File: src/rtl/traffic_request_arbiter_pkg.sv
// Shared types and helpers for the traffic request arbiter.
package traffic_pkg;

  localparam int NUM_LANES = 4;

  typedef enum logic [1:0] {
    LANE_A = 2'd0,
    LANE_B = 2'd1,
    LANE_C = 2'd2,
    LANE_D = 2'd3
  } lane_e;

  typedef enum logic [1:0] {
    IDLE  = 2'd0,
    GRANT = 2'd1,
    CLEAR = 2'd2
  } arb_state_e;

  function automatic lane_e next_lane(input lane_e l);
    case (l)
      LANE_A:  next_lane = LANE_B;
      LANE_B:  next_lane = LANE_C;
      LANE_C:  next_lane = LANE_D;
      default: next_lane = LANE_A;
    endcase
  endfunction

  function automatic logic [NUM_LANES-1:0] lane_oh(input lane_e l);
    lane_oh    = '0;
    lane_oh[l] = 1'b1;
  endfunction

endpackage

File: src/rtl/traffic_request_arbiter_debounce.sv
// Single-lane sensor conditioning: 2-flop synchroniser, debounce counter and
// a one-cycle pulse on each accepted rising level.
module lane_debounce #(
  parameter int DEBOUNCE_CYCLES = 4
) (
  input  logic clk,
  input  logic rst,
  input  logic raw,
  output logic rise
);

  localparam int CW = $clog2(DEBOUNCE_CYCLES);
  localparam logic [CW-1:0] CNT_LAST = CW'(DEBOUNCE_CYCLES - 1);

  logic          sync1;
  logic          synced;
  logic          stable;
  logic [CW-1:0] cnt;

  always_ff @(posedge clk or negedge rst) begin
    if (!rst) begin
      sync1  <= 1'b0;
      synced <= 1'b0;
      stable <= 1'b0;
      cnt    <= '0;
      rise   <= 1'b0;
    end else begin
      sync1  <= raw;
      synced <= sync1;
      rise   <= 1'b0;
      if (synced == stable) begin
        cnt <= '0;
      end else if (cnt == CNT_LAST) begin
        stable <= synced;
        cnt    <= '0;
        rise   <= synced;
      end else begin
        cnt <= cnt + 1'b1;
      end
    end
  end

endmodule

File: src/rtl/traffic_request_arbiter.sv
// Round-robin lane arbiter feeding the traffic light controller.
// Optional preemption input set enabled by TRAFFIC_PREEMPT_EN.
//
// state | meaning
// IDLE  | no grant; waits for any pending request
// GRANT | one switch_to_* high for MIN_GREEN_CYCLES
// CLEAR | all switch_to_* low for CLEAR_CYCLES
module traffic_request_arbiter
  import traffic_pkg::*;
#(
  parameter int DEBOUNCE_CYCLES  = 4,
  parameter int MIN_GREEN_CYCLES = 8,
  parameter int CLEAR_CYCLES     = 2
) (
  input  logic                 clk,
  input  logic                 rst,
  input  logic [NUM_LANES-1:0] sensor,
`ifdef TRAFFIC_PREEMPT_EN
  input  logic                 preempt_req,
  input  logic [1:0]           preempt_lane,
`endif
  output logic                 switch_to_a,
  output logic                 switch_to_b,
  output logic                 switch_to_c,
  output logic                 switch_to_d,
  output logic [NUM_LANES-1:0] pending,
  output logic                 busy
);

  localparam int TMAX = (MIN_GREEN_CYCLES > CLEAR_CYCLES) ? MIN_GREEN_CYCLES : CLEAR_CYCLES;
  localparam int TW   = $clog2(TMAX) + 1;
  localparam logic [TW-1:0] GREEN_LOAD = TW'(MIN_GREEN_CYCLES - 1);
  localparam logic [TW-1:0] CLEAR_LOAD = TW'(CLEAR_CYCLES - 1);

  logic [NUM_LANES-1:0] rise;
  logic [NUM_LANES-1:0] grant_oh;
  logic [NUM_LANES-1:0] clr_mask;
  logic [TW-1:0]        timer;
  arb_state_e           state;
  lane_e                last_lane;
  lane_e                cur_lane;
  lane_e                sel_lane;
  lane_e                pre_lane;
  logic                 pre_go;
  logic                 grant_now;
  lane_e                grant_lane;

  for (genvar i = 0; i < NUM_LANES; i++) begin : g_lane
    lane_debounce #(.DEBOUNCE_CYCLES(DEBOUNCE_CYCLES)) u_debounce (
      .clk  (clk),
      .rst  (rst),
      .raw  (sensor[i]),
      .rise (rise[i])
    );
  end

  always_comb begin
`ifdef TRAFFIC_PREEMPT_EN
    pre_go   = preempt_req;
    pre_lane = lane_e'(preempt_lane);
`else
    pre_go   = 1'b0;
    pre_lane = LANE_A;
`endif
  end

  // First pending lane after last_lane, wrapping round to last_lane itself.
  always_comb begin
    lane_e cand;
    logic  found;
    cand     = last_lane;
    found    = 1'b0;
    sel_lane = last_lane;
    for (int k = 0; k < NUM_LANES; k++) begin
      cand = next_lane(cand);
      if (!found && pending[cand]) begin
        sel_lane = cand;
        found    = 1'b1;
      end
    end
  end

  always_comb begin
    grant_now  = pre_go || (state == IDLE && pending != '0);
    grant_lane = pre_go ? pre_lane : sel_lane;
    clr_mask   = '0;
    if (grant_now)      clr_mask = clr_mask | lane_oh(grant_lane);
    if (state == GRANT) clr_mask = clr_mask | grant_oh;
  end

  // Clear beats set, so an edge on the lane being served is discarded.
  always_ff @(posedge clk or negedge rst) begin
    if (!rst) pending <= '0;
    else      pending <= (pending | rise) & ~clr_mask;
  end

  always_ff @(posedge clk or negedge rst) begin
    if (!rst) begin
      state     <= IDLE;
      timer     <= '0;
      last_lane <= LANE_D;
      cur_lane  <= LANE_A;
      grant_oh  <= '0;
      busy      <= 1'b0;
    end else if (pre_go) begin
      state    <= GRANT;
      cur_lane <= pre_lane;
      grant_oh <= lane_oh(pre_lane);
      timer    <= GREEN_LOAD;
      busy     <= 1'b1;
    end else begin
      case (state)
        IDLE: begin
          if (pending != '0) begin
            state    <= GRANT;
            cur_lane <= sel_lane;
            grant_oh <= lane_oh(sel_lane);
            timer    <= GREEN_LOAD;
            busy     <= 1'b1;
          end
        end
        GRANT: begin
          if (timer == '0) begin
            state     <= CLEAR;
            last_lane <= cur_lane;
            timer     <= CLEAR_LOAD;
            grant_oh  <= '0;
          end else begin
            timer <= timer - 1'b1;
          end
        end
        CLEAR: begin
          if (timer == '0) begin
            state <= IDLE;
            busy  <= 1'b0;
          end else begin
            timer <= timer - 1'b1;
          end
        end
        default: begin
          state    <= IDLE;
          grant_oh <= '0;
          busy     <= 1'b0;
        end
      endcase
    end
  end

  assign switch_to_a = grant_oh[0];
  assign switch_to_b = grant_oh[1];
  assign switch_to_c = grant_oh[2];
  assign switch_to_d = grant_oh[3];

endmodule

File: config.mk
export PLATFORM = sky130hd
export DESIGN_NAME = traffic_request_arbiter
export DESIGN_NICKNAME = d
export VERILOG_FILES = /design/src/rtl/traffic_request_arbiter_pkg.sv /design/src/rtl/traffic_request_arbiter_debounce.sv /design/src/rtl/traffic_request_arbiter.sv
export SDC_FILE = /design/constraint.sdc
export NUM_CORES = 1
export LEC_CHECK = 0
export ABC_AREA = 1
export CAP_MARGIN = 5
export CORE_UTILIZATION = 25
export DETAILED_ROUTE_END_ITERATION = 12
export HOLD_SLACK_MARGIN = 0.02
export SYNTH_ARGS = -nofsm -noshare
export SYNTH_HDL_FRONTEND = slang
export SYNTH_SLANG_ARGS = --single-unit
File: constraint.sdc
create_clock -name clk -period 2.6 [get_ports clk]
set_input_delay 0.26 -clock clk [delete_from_list [all_inputs] [get_ports clk]]
set_output_delay 0.26 -clock clk [all_outputs]
set_load 0.02 [all_outputs]
# ---- Word-level counts from Yosys, hierarchy flattened
# Cells that the tools add are included.
dict set report totals {
  word_cells 149
  inputBits 6
  latchBits 0
  ram_bits 0
  mem_bits_ro 0
  register_bits 43
  memories 0
}
dict set report classes {
  eq_ne 22
  n_mul 0
  magnitude_cmp 6
  n_mux 53
  n_bitwise 10
  shift 0
  add_sub_neg 5
  n_div 0
  reduce_logical 26
}
# operator n
set op_table {}
lappend op_table {{$mux 2} 15}
lappend op_table {{$pmux 2 s3} 5}
lappend op_table {{$mux 4} 7}
lappend op_table {{$pmux 4 s3} 2}
lappend op_table {{$eq 2x2->1 const B} 9}
lappend op_table {{$mux 1} 18}
lappend op_table {{$lt 2x3->1 const B} 5}
lappend op_table {{$reduce_and 2->1} 6}
lappend op_table {{$reduce_and 3->1} 4}
lappend op_table {{$eq 2x1->1 const B} 5}
lappend op_table {{$logic_not 2->1} 5}
lappend op_table {{$add 2x1->2 const B} 4}
lappend op_table {{$bmux 1 s2} 4}
lappend op_table {{$or 4x4->4} 2}
lappend op_table {{$not 1->1} 6}
lappend op_table {{$logic_and 1x1->1} 5}
lappend op_table {{$and 4x4->4} 1}
lappend op_table {{$eq 1x1->1} 4}
lappend op_table {{$logic_not 4->1} 1}
lappend op_table {{$ne 2x1->1 const B} 2}
lappend op_table {{$ne 2x2->1 const B} 2}
lappend op_table {{$not 4->4} 1}
lappend op_table {{$reduce_bool 4->1} 1}
lappend op_table {{$sub 4x1->4 const B} 1}
lappend op_table {{5 further kinds} 7}

# ---- Logic depth before layout (Yosys ltp)
# Gate-level depths: netlist of run 1.
dict set report depth {
  ltp_word 23
  mapped_depth 17
  mapped_depth_nobuf 17
}

# ---- Cells and area by module
# A second synthesis of run 1 with hierarchy kept.
dict set report hier_totals {
  hier_cells 274
  hier_area_um2 2248.4
}
# module cells_each area_per_inst_um2 n_inst
set modules_own_cells {}
lappend modules_own_cells {traffic_request_arbiter 198 1402.6 1}
lappend modules_own_cells {lane_debounce 19 211.5 4}

# ---- Worst setup path after synthesis of run 1
# No wires, ideal clock.
dict set report synth_timing {
  path_type {register to register}
  from {register last_lane[0]}
  to {register grant_oh[2]}
  required_time_ns 2.535
  synth_period_minus_slack_ns 2.147
  path_stages_with_launch 16
  setup_ns 0.065
  path_slack_ns 0.453
  t_arrival_ns 2.082
  cell_sequence {dfstp_2 -> inv_1 -> ha_1 -> inv_2 -> nor2_4 -> nor2_4 -> nand2_2 -> nand2_2 -> nand2_2 -> inv_2 -> nand2_4 -> nor2_4 -> inv_2 -> a21oi_4 -> nand3_1 -> nand2_1}
}
dict set report synth_between {
  elab_chain_cells 20
  elab_cells_between_ends 44
}
# element line
set synth_rtl {}
lappend synth_rtl {{from (decl)} traffic_request_arbiter.sv:40} ;# lane_e last_lane;
lappend synth_rtl {{from (signal assigned)} traffic_request_arbiter.sv:125} ;# last_lane <= cur_lane;
lappend synth_rtl {{parallel branches: the longest is 13 deep, another holds $pmux 2 s3} -}
lappend synth_rtl {{$mux 2 *} traffic_request_arbiter.sv:76} ;# if (!found && pending[cand]) begin
lappend synth_rtl {{$lt 2x3->1 (not written as such) / $ge 2x1->1 (equally long branches)} traffic_request_arbiter_pkg.sv:30} ;# lane_oh[l] = 1'b1;
lappend synth_rtl {{$logic_and 1x1->1 (not written as such)} traffic_request_arbiter_pkg.sv:30}
lappend synth_rtl {{$mux 1 (not written as such)} traffic_request_arbiter_pkg.sv:30}
lappend synth_rtl {{$demux 1 s2 *} traffic_request_arbiter_pkg.sv:30}
lappend synth_rtl {{$mux 4 *} traffic_request_arbiter.sv:114} ;# if (pending != '0) begin
lappend synth_rtl {{$pmux 4 s3 *} traffic_request_arbiter.sv:112} ;# case (state)
lappend synth_rtl {{to (signal assigned)} traffic_request_arbiter.sv:108} ;# grant_oh <= lane_oh(pre_lane);
lappend synth_rtl {{to (signal assigned)} traffic_request_arbiter.sv:117} ;# grant_oh <= lane_oh(sel_lane);
lappend synth_rtl {{to (decl)} traffic_request_arbiter.sv:36} ;# logic [NUM_LANES-1:0] grant_oh;
# Every way passes the cells marked *. The select of a mux whose other input is x is not followed.
# A chain may end at the register's enable or synchronous reset.

# ---- Worst setup path after layout of run 1
dict set report layout_timing {
  from {register last_lane[0]}
  to {register grant_oh[1]}
}
# Same word-level chain as after synthesis.

==> flow_metrics.tcl, run 1 <==
set metrics [dict create \
    grt_max_degree 44 \
    portBuffers 14 \
    drtAntennaViolNets 0 \
    grt_pass1_wl_um 7590 \
    fin_crit_ns 2.38 \
    yosysTopAreaCell "dfrtp_1" \
    ctsResizeCount 0 \
    required_ns 2.84 \
    rsz0062_at_grt "false" \
    relSlewSlack 0.374 \
    hold_path_class "primary input to async pin" \
    rows 34 \
    grt_pass1_vias 1687 \
    die-area_um2 9390 \
    wl_met2_um 1930 \
    avgSynthCellArea_um2 8.43 \
    yosys_warnings 0 \
    totalWireLength_um 4190 \
    synth.most_common_cell "nand2_1" \
    crit_type "flop to flop" \
    nNetsFinal 309 \
    post_route_cells_drive_above_1_share 0.127 \
    skew_ns 0.00424 \
    top_layer "met4" \
    finalSetupViolCount 0 \
    cts_tree "built" \
    maxCapViolCount 0 \
    tns_ns 0 \
    syn-instance-count 267 \
    start_util 0.258 \
    via_per_inst 4.29 \
    maxSlewViolCount 0 \
    cts_root_buf "clkbuf_8" \
    routedWlPerCell_um 10.5 \
    grt_overflow 0 \
    startpoint_type "flop" \
    yosysTopAreaCellShare 0.456 \
    die_h_um 96.9 \
    fmax_ghz 0.420 \
    hold_viol 0 \
    clkTransAtPathRegs_ns 0.08 \
    cts_setup_buffers 0 \
    hold-worst-slack_ns 0.109 \
    tightest_slew_ns 0.939 \
    fillers 914 \
    grt.total_usage 0.0982 \
    wl_met1_um 2070 \
    synthTopCellsByArea "dfrtp_1 (46%), nand2_1 (11%), ha_1 (7.2%)" \
    seq_area_frac_synth 0.479 \
    ys_async_sr_fraction 1.00 \
    die_w_um 96.9 \
    yosys-top-cells-count "nand2_1 (68), dfrtp_1 (41), inv_1 (36)" \
    cts_sinks 43 \
    numCtsBuffers 5 \
    status "finished, final reports clean" \
    seqCellArea_um2 1080 \
    ys_types 27 \
    route.detailed.drc 0 \
    ys_ff_latch 43 \
    dr.pass1.iters 4 \
    hold_buffers 0 \
    design.core.area_um2 8720 \
    synth_ff_type "dfrtp_1" \
    cts.path.max_buffers 2 \
    gp_congestion 0.831 \
    drtIter0Drc 57 \
    cp.arrival_ns 2.62 \
    synth_nets 286 \
    met3_length_um 131 \
    synth_edf_count 0 \
    ios 15 \
    critPathMaxFanout 7 \
    antenna_cells 0 \
    end_kind "flop" \
    final.period_utilization 0.917 \
    syn_area_um2 2250 \
    vias 1712 \
    insertion_delay_ns 0.30 \
    cts_max_level 2 \
    dpl.hpwl_um 3210 \
    grt_antenna_before_repair 0 \
    multiInputGateArea_um2 1020 \
    reg2reg_setup_slack_ns 0.22 \
    syn2layout_area_growth_pct 17.8 \
]
-- routing by layer --
layer  track usage  vias to the layer above
met5             0                        -
met1         0.125                      796
met4        0.0310                        0
li1              -                      888
met3        0.0224                        5
met2         0.164                       23
-- worst max-delay path, stage by stage (launching register included) --
cell     delay (ns)
dfstp_2        0.55
inv_1          0.10
ha_1           0.42
inv_2          0.16
nor2_4         0.06
nor2_4         0.17
nand2_2        0.08
nand2_2        0.09
nand2_2        0.05
inv_2          0.08
o21ai_1        0.10
nand2_2        0.12
nand2_2        0.07
nor2_2         0.13
nand3_1        0.08
nand2_1        0.07
-- cell usage in the layout (no fill, tap or decap), types with 6 or more instances in the layout --
| cell type | Yosys | final |
|---|---|---|
| clkdlybuf4s50_1 | 0 | 13 |
| a21oi_1 | 8 | 8 |
| nor2_1 | 20 | 20 |
| nand2_2 | 6 | 6 |
| o21ai_0 | 14 | 14 |
| ha_1 | 13 | 13 |
| dfrtp_1 | 41 | 41 |
| nand3_1 | 22 | 22 |
| nand2_1 | 68 | 68 |
| inv_1 | 36 | 36 |
-- worst paths after layout --
check / cells after the start / startpoint / endpoint
hold reg to reg: 0 / g_lane[3].u_debounce.sync1 / g_lane[3].u_debounce.synced
setup / recovery: 15 / last_lane[0] / grant_oh[1]
min in group clk: 0 / g_lane[3].u_debounce.sync1 / g_lane[3].u_debounce.synced
max in group asynchronous: 1 / rst / pending[1]
setup reg to reg: 15 / last_lane[0] / grant_oh[1]
hold / removal: 1 / rst / timer[3]
-- flip-flops by register name (all words and copies together) (netlist names) --
register                  count
g_lane.u_debounce.rise        4
busy                          1
pending                       4
grant_oh                      4
g_lane.u_debounce.sync1       4
state                         2
timer                         4
g_lane.u_debounce.cnt         8
g_lane.u_debounce.synced      4
cur_lane                      2
last_lane                     2
g_lane.u_debounce.stable      4
-- per-stage QoR --
| step | utilization | area [um2] | setup slack [ns] | cells |
|---|---|---|---|---|
| 3_3_place_gp | 0.290 | 2530 | 0.274 | 390 |
| 3_5_place_dp | 0.290 | 2530 | 0.248 | 390 |
| 5_1_grt | 0.304 | 2650 | 0.0104 | 399 |
| 6_report | 0.304 | 2650 | 0.217 | 399 |
| 4_1_cts | 0.303 | 2650 | 0.213 | 398 |
| 2_1_floorplan | - | 2250 | 0.453 | 267 |
-- kinds of logic after synthesis --
| group | after synthesis | share of synthesized area |
|---|---|---|
| AOI/OAI and AO/OA | 30 | 0.0812 |
| buffers and inverters | 41 | 0.0684 |
| and+or+nand+nor | 135 | 0.280 |
| xor gates and xnor gates | 5 | 0.0195 |
| adders and majority gates | 13 | 0.0723 |
| DFF | 43 | 0.479 |
-- area by class of cell --
class / count / share of cell area
flip-flops and latches: 43 / 0.407
clock inverters: 3 / 0.0179
repair buffers: 16 / 0.0566
multi-input cells: 183 / 0.384
inverters: 41 / 0.0580
clock buffers: 5 / 0.0259
well taps: 108 / 0.0509
Power of run 1 is left out: the tool's default activity adds up to more than one toggle a clock period on the data nets, which glitch-free logic cannot reach.
==> inputs of run 2 (changes only) <==
--- a/config.mk
+++ b/config.mk
@@ -8,6 +8,7 @@
 export ABC_AREA = 1
 export CAP_MARGIN = 5
 export CORE_UTILIZATION = 25
+export CTS_CLUSTER_DIAMETER = 100
 export DETAILED_ROUTE_END_ITERATION = 12
 export HOLD_SLACK_MARGIN = 0.02
 export SYNTH_ARGS = -nofsm -noshare
==> results of run 2 <==
Final layout, timing and power as in run 1 (identical DEF).
Power of run 2 is left out for the same reason.
==> inputs of run 3 (changes only) <==
--- a/config.mk
+++ b/config.mk
@@ -5,12 +5,12 @@
 export SDC_FILE = /design/constraint.sdc
 export NUM_CORES = 1
 export LEC_CHECK = 0
-export ABC_AREA = 1
 export CAP_MARGIN = 5
 export CORE_UTILIZATION = 25
 export CTS_CLUSTER_DIAMETER = 100
 export DETAILED_ROUTE_END_ITERATION = 12
 export HOLD_SLACK_MARGIN = 0.02
+export SKIP_CTS_REPAIR_TIMING = 1
 export SYNTH_ARGS = -nofsm -noshare
 export SYNTH_HDL_FRONTEND = slang
 export SYNTH_SLANG_ARGS = --single-unit
==> flow_metrics.tcl, run 3 <==
set metrics [dict create \
    status "finished, final reports clean" \
    cts_sinks 43 \
    multiInputGateArea_um2 1160 \
    layout_commonest_cell "dfrtp_1" \
    yosysTopAreaCellShare 0.446 \
    cp_slowest_stage_delay_ns 0.53 \
    mostFrequentLayoutCells "dfrtp_1 (41), nor2_1 (16), nand2_1 (16)" \
    grtUsageMet2 0.159 \
    vias 1704 \
    seq_area_frac_synth 0.469 \
    ff2ff_path_depth 9 \
    design.core.area_um2 8810 \
    grt_max_degree 44 \
    syn_area_um2 2300 \
    worstPathBufferInverterCount 2 \
    routedWlPerCell_um 13.1 \
    largest_register_ff_count 8 \
    numCtsBuffers 5 \
    grt_overflow 0 \
    relSlewSlack 0.354 \
    fmax_ghz 0.404 \
    antenna_cells 0 \
    avgSynthCellArea_um2 10.9 \
    synth_ff_type "dfrtp_1" \
    ys_async_sr_fraction 1.00 \
    finalSetupViolCount 0 \
    seqCellArea_um2 1080 \
    hold_viol 0 \
    end_kind "flop" \
    rows 34 \
    critPathMaxFanout 5 \
    reg2reg_setup_slack_ns 0.12 \
    yosys_warnings 0 \
    use_met3 0.0258 \
    cp.arrival_ns 2.67 \
    hold_path_class "primary input to async pin" \
    placedInstanceArea_um2 2630 \
    crit_family "compound AO/OA/AOI/OAI gates" \
    startpoint_type "flop" \
    cts_max_level 2 \
    insertion_delay_ns 0.29 \
    ys_ff_latch 43 \
    tightest_slew_ns 0.969 \
    synth_nets 230 \
    vdd_drop_max_uv 409 \
    gp_congestion 0.838 \
    grt_busiest_layer "met2" \
    crit_type "flop to flop" \
    die-area_um2 9580 \
    cts_tree "built" \
    clkTransAtPathRegs_ns 0.08 \
    required_ns 2.79 \
    fin_area_um2 2730 \
    fillers 883 \
    dp_slack_ns 0.0539 \
    portBuffers 14 \
    die_h_um 97.9 \
    r2r_start "last_lane[0]" \
    p_total_w 0.00392 \
    synthTopCellsByArea "dfrtp_1 (45%), ha_1 (7.1%), mux2i_1 (3.0%)" \
    yosys-top-cells-count "dfrtp_1 (41), nand2_1 (16), nor2_1 (16)" \
    drtIter0Drc 67 \
    regMostFlops "g_lane.u_debounce.cnt" \
    grt_pass1_wl_um 8020 \
    route.detailed.drc 0 \
    grt_pass1_vias 1699 \
    ys_types 56 \
    r2r_end "grant_oh[2]" \
    maxSlewViolCount 0 \
    totalWireLength_um 4520 \
    cts.path.max_buffers 2 \
    syn-instance-count 211 \
    start_util 0.261 \
    ios 15 \
    met1_usage 0.137 \
    dr.pass1.iters 4 \
    fin_crit_ns 2.48 \
    syn2layout_area_growth_pct 18.9 \
    p_per_area_nw_per_um2 1430 \
    post_route_cells_drive_above_1_share 0.190 \
    tns_ns 0 \
    final.period_utilization 0.953 \
    die_w_um 97.9 \
    post-route-util 0.310 \
    dpl.hpwl_um 3200 \
    drtAntennaViolNets 0 \
    path_cells "inv_1 > ha_1 > or2_4 > buf_4 > o22ai_2 > mux2i_1 > o32a_1 > o31a_1 > a32o_1" \
    nNetsFinal 256 \
    synth.most_common_cell "dfrtp_1" \
    yosysTopAreaCell "dfrtp_1" \
    cts_root_buf "clkbuf_8" \
    grt.total_usage 0.103 \
    maxCapViolCount 0 \
    skew_ns 0.00616 \
    synth_edf_count 0 \
    finalWorstSetupSlack_ns 0.123 \
    via_per_inst 4.94 \
    power_leakage_nw 1.21 \
    crit_slowest_cell "dfstp_2" \
    grt_antenna_before_repair 0 \
]
==> run 3: cell count changes in the layout (fill, tap and decap cells not counted), moves of 6 or more <==
cell,delta
nand2_1,-52
inv_1,-27
nand3_1,-21
buf_4,+10
mux2i_1,+7
nand2_2,-6
==> run 3: cell families after synthesis <==
logic type,count (synthesis),share of synthesized area
adder cells (fa/ha/maj),13,0.0708
XOR/XNOR,5,0.0223
AO/OA/AOI/OAI,58,0.200
flip-flops,43,0.469
AND/OR/NAND/NOR,63,0.142
buffers and inverters,17,0.0354
multiplexers,12,0.0599
==> run 3: how the worst max path moves through the flow <==
stage,cells past startpoint,slack (ns),to,startpoint
detailed placement,10,0.05,pending[3],last_lane[0]
global placement,9,0.05,pending[0],last_lane[0]
global route,10,-0.01,pending[3],last_lane[0]
CTS,10,0.01,pending[3],last_lane[0]
finish,9,0.12,grant_oh[2],last_lane[0]
floorplan,8,0.18,grant_oh[2],last_lane[1]
==> run 3: stage by stage <==
stage	hold WS, ns	std cells
floorplan	-0.0356	211
global placement	0.333	338
finish	0.120	345
global route	0.190	345
CTS	0.152	345
detailed placement	0.336	338
==> run 3: metal layers <==
| layer | share of wire | up-vias |
|---|---|---|
| met5 | 0 | - |
| met4 | 0.020 | 0 |
| met3 | 0.043 | 10 |
| met2 | 0.45 | 45 |
| met1 | 0.49 | 830 |
| li1 | - | 819 |
==> run 3: power by group <==
group / internal [W] / switching [W] / total, W
Sequential: 0.000887 / 0.000186 / 0.00107
Clock: 0.000184 / 0.000222 / 0.000406
Combinational: 0.00113 / 0.00131 / 0.00244
Total: 0.00220 / 0.00172 / 0.00392
==> run 3: cell type report <==
| class | instances | area share |
|---|---|---|
| Multi-Input combinational cell | 151 | 0.424 |
| Sequential cell | 43 | 0.395 |
| Timing Repair Buffer | 27 | 0.0897 |
| Tap cell | 108 | 0.0495 |
| Clock buffer | 5 | 0.0252 |
| Inverter | 9 | 0.0124 |
| Clock inverter | 2 | 0.00504 |
Power figures use the tool's default switching activity.
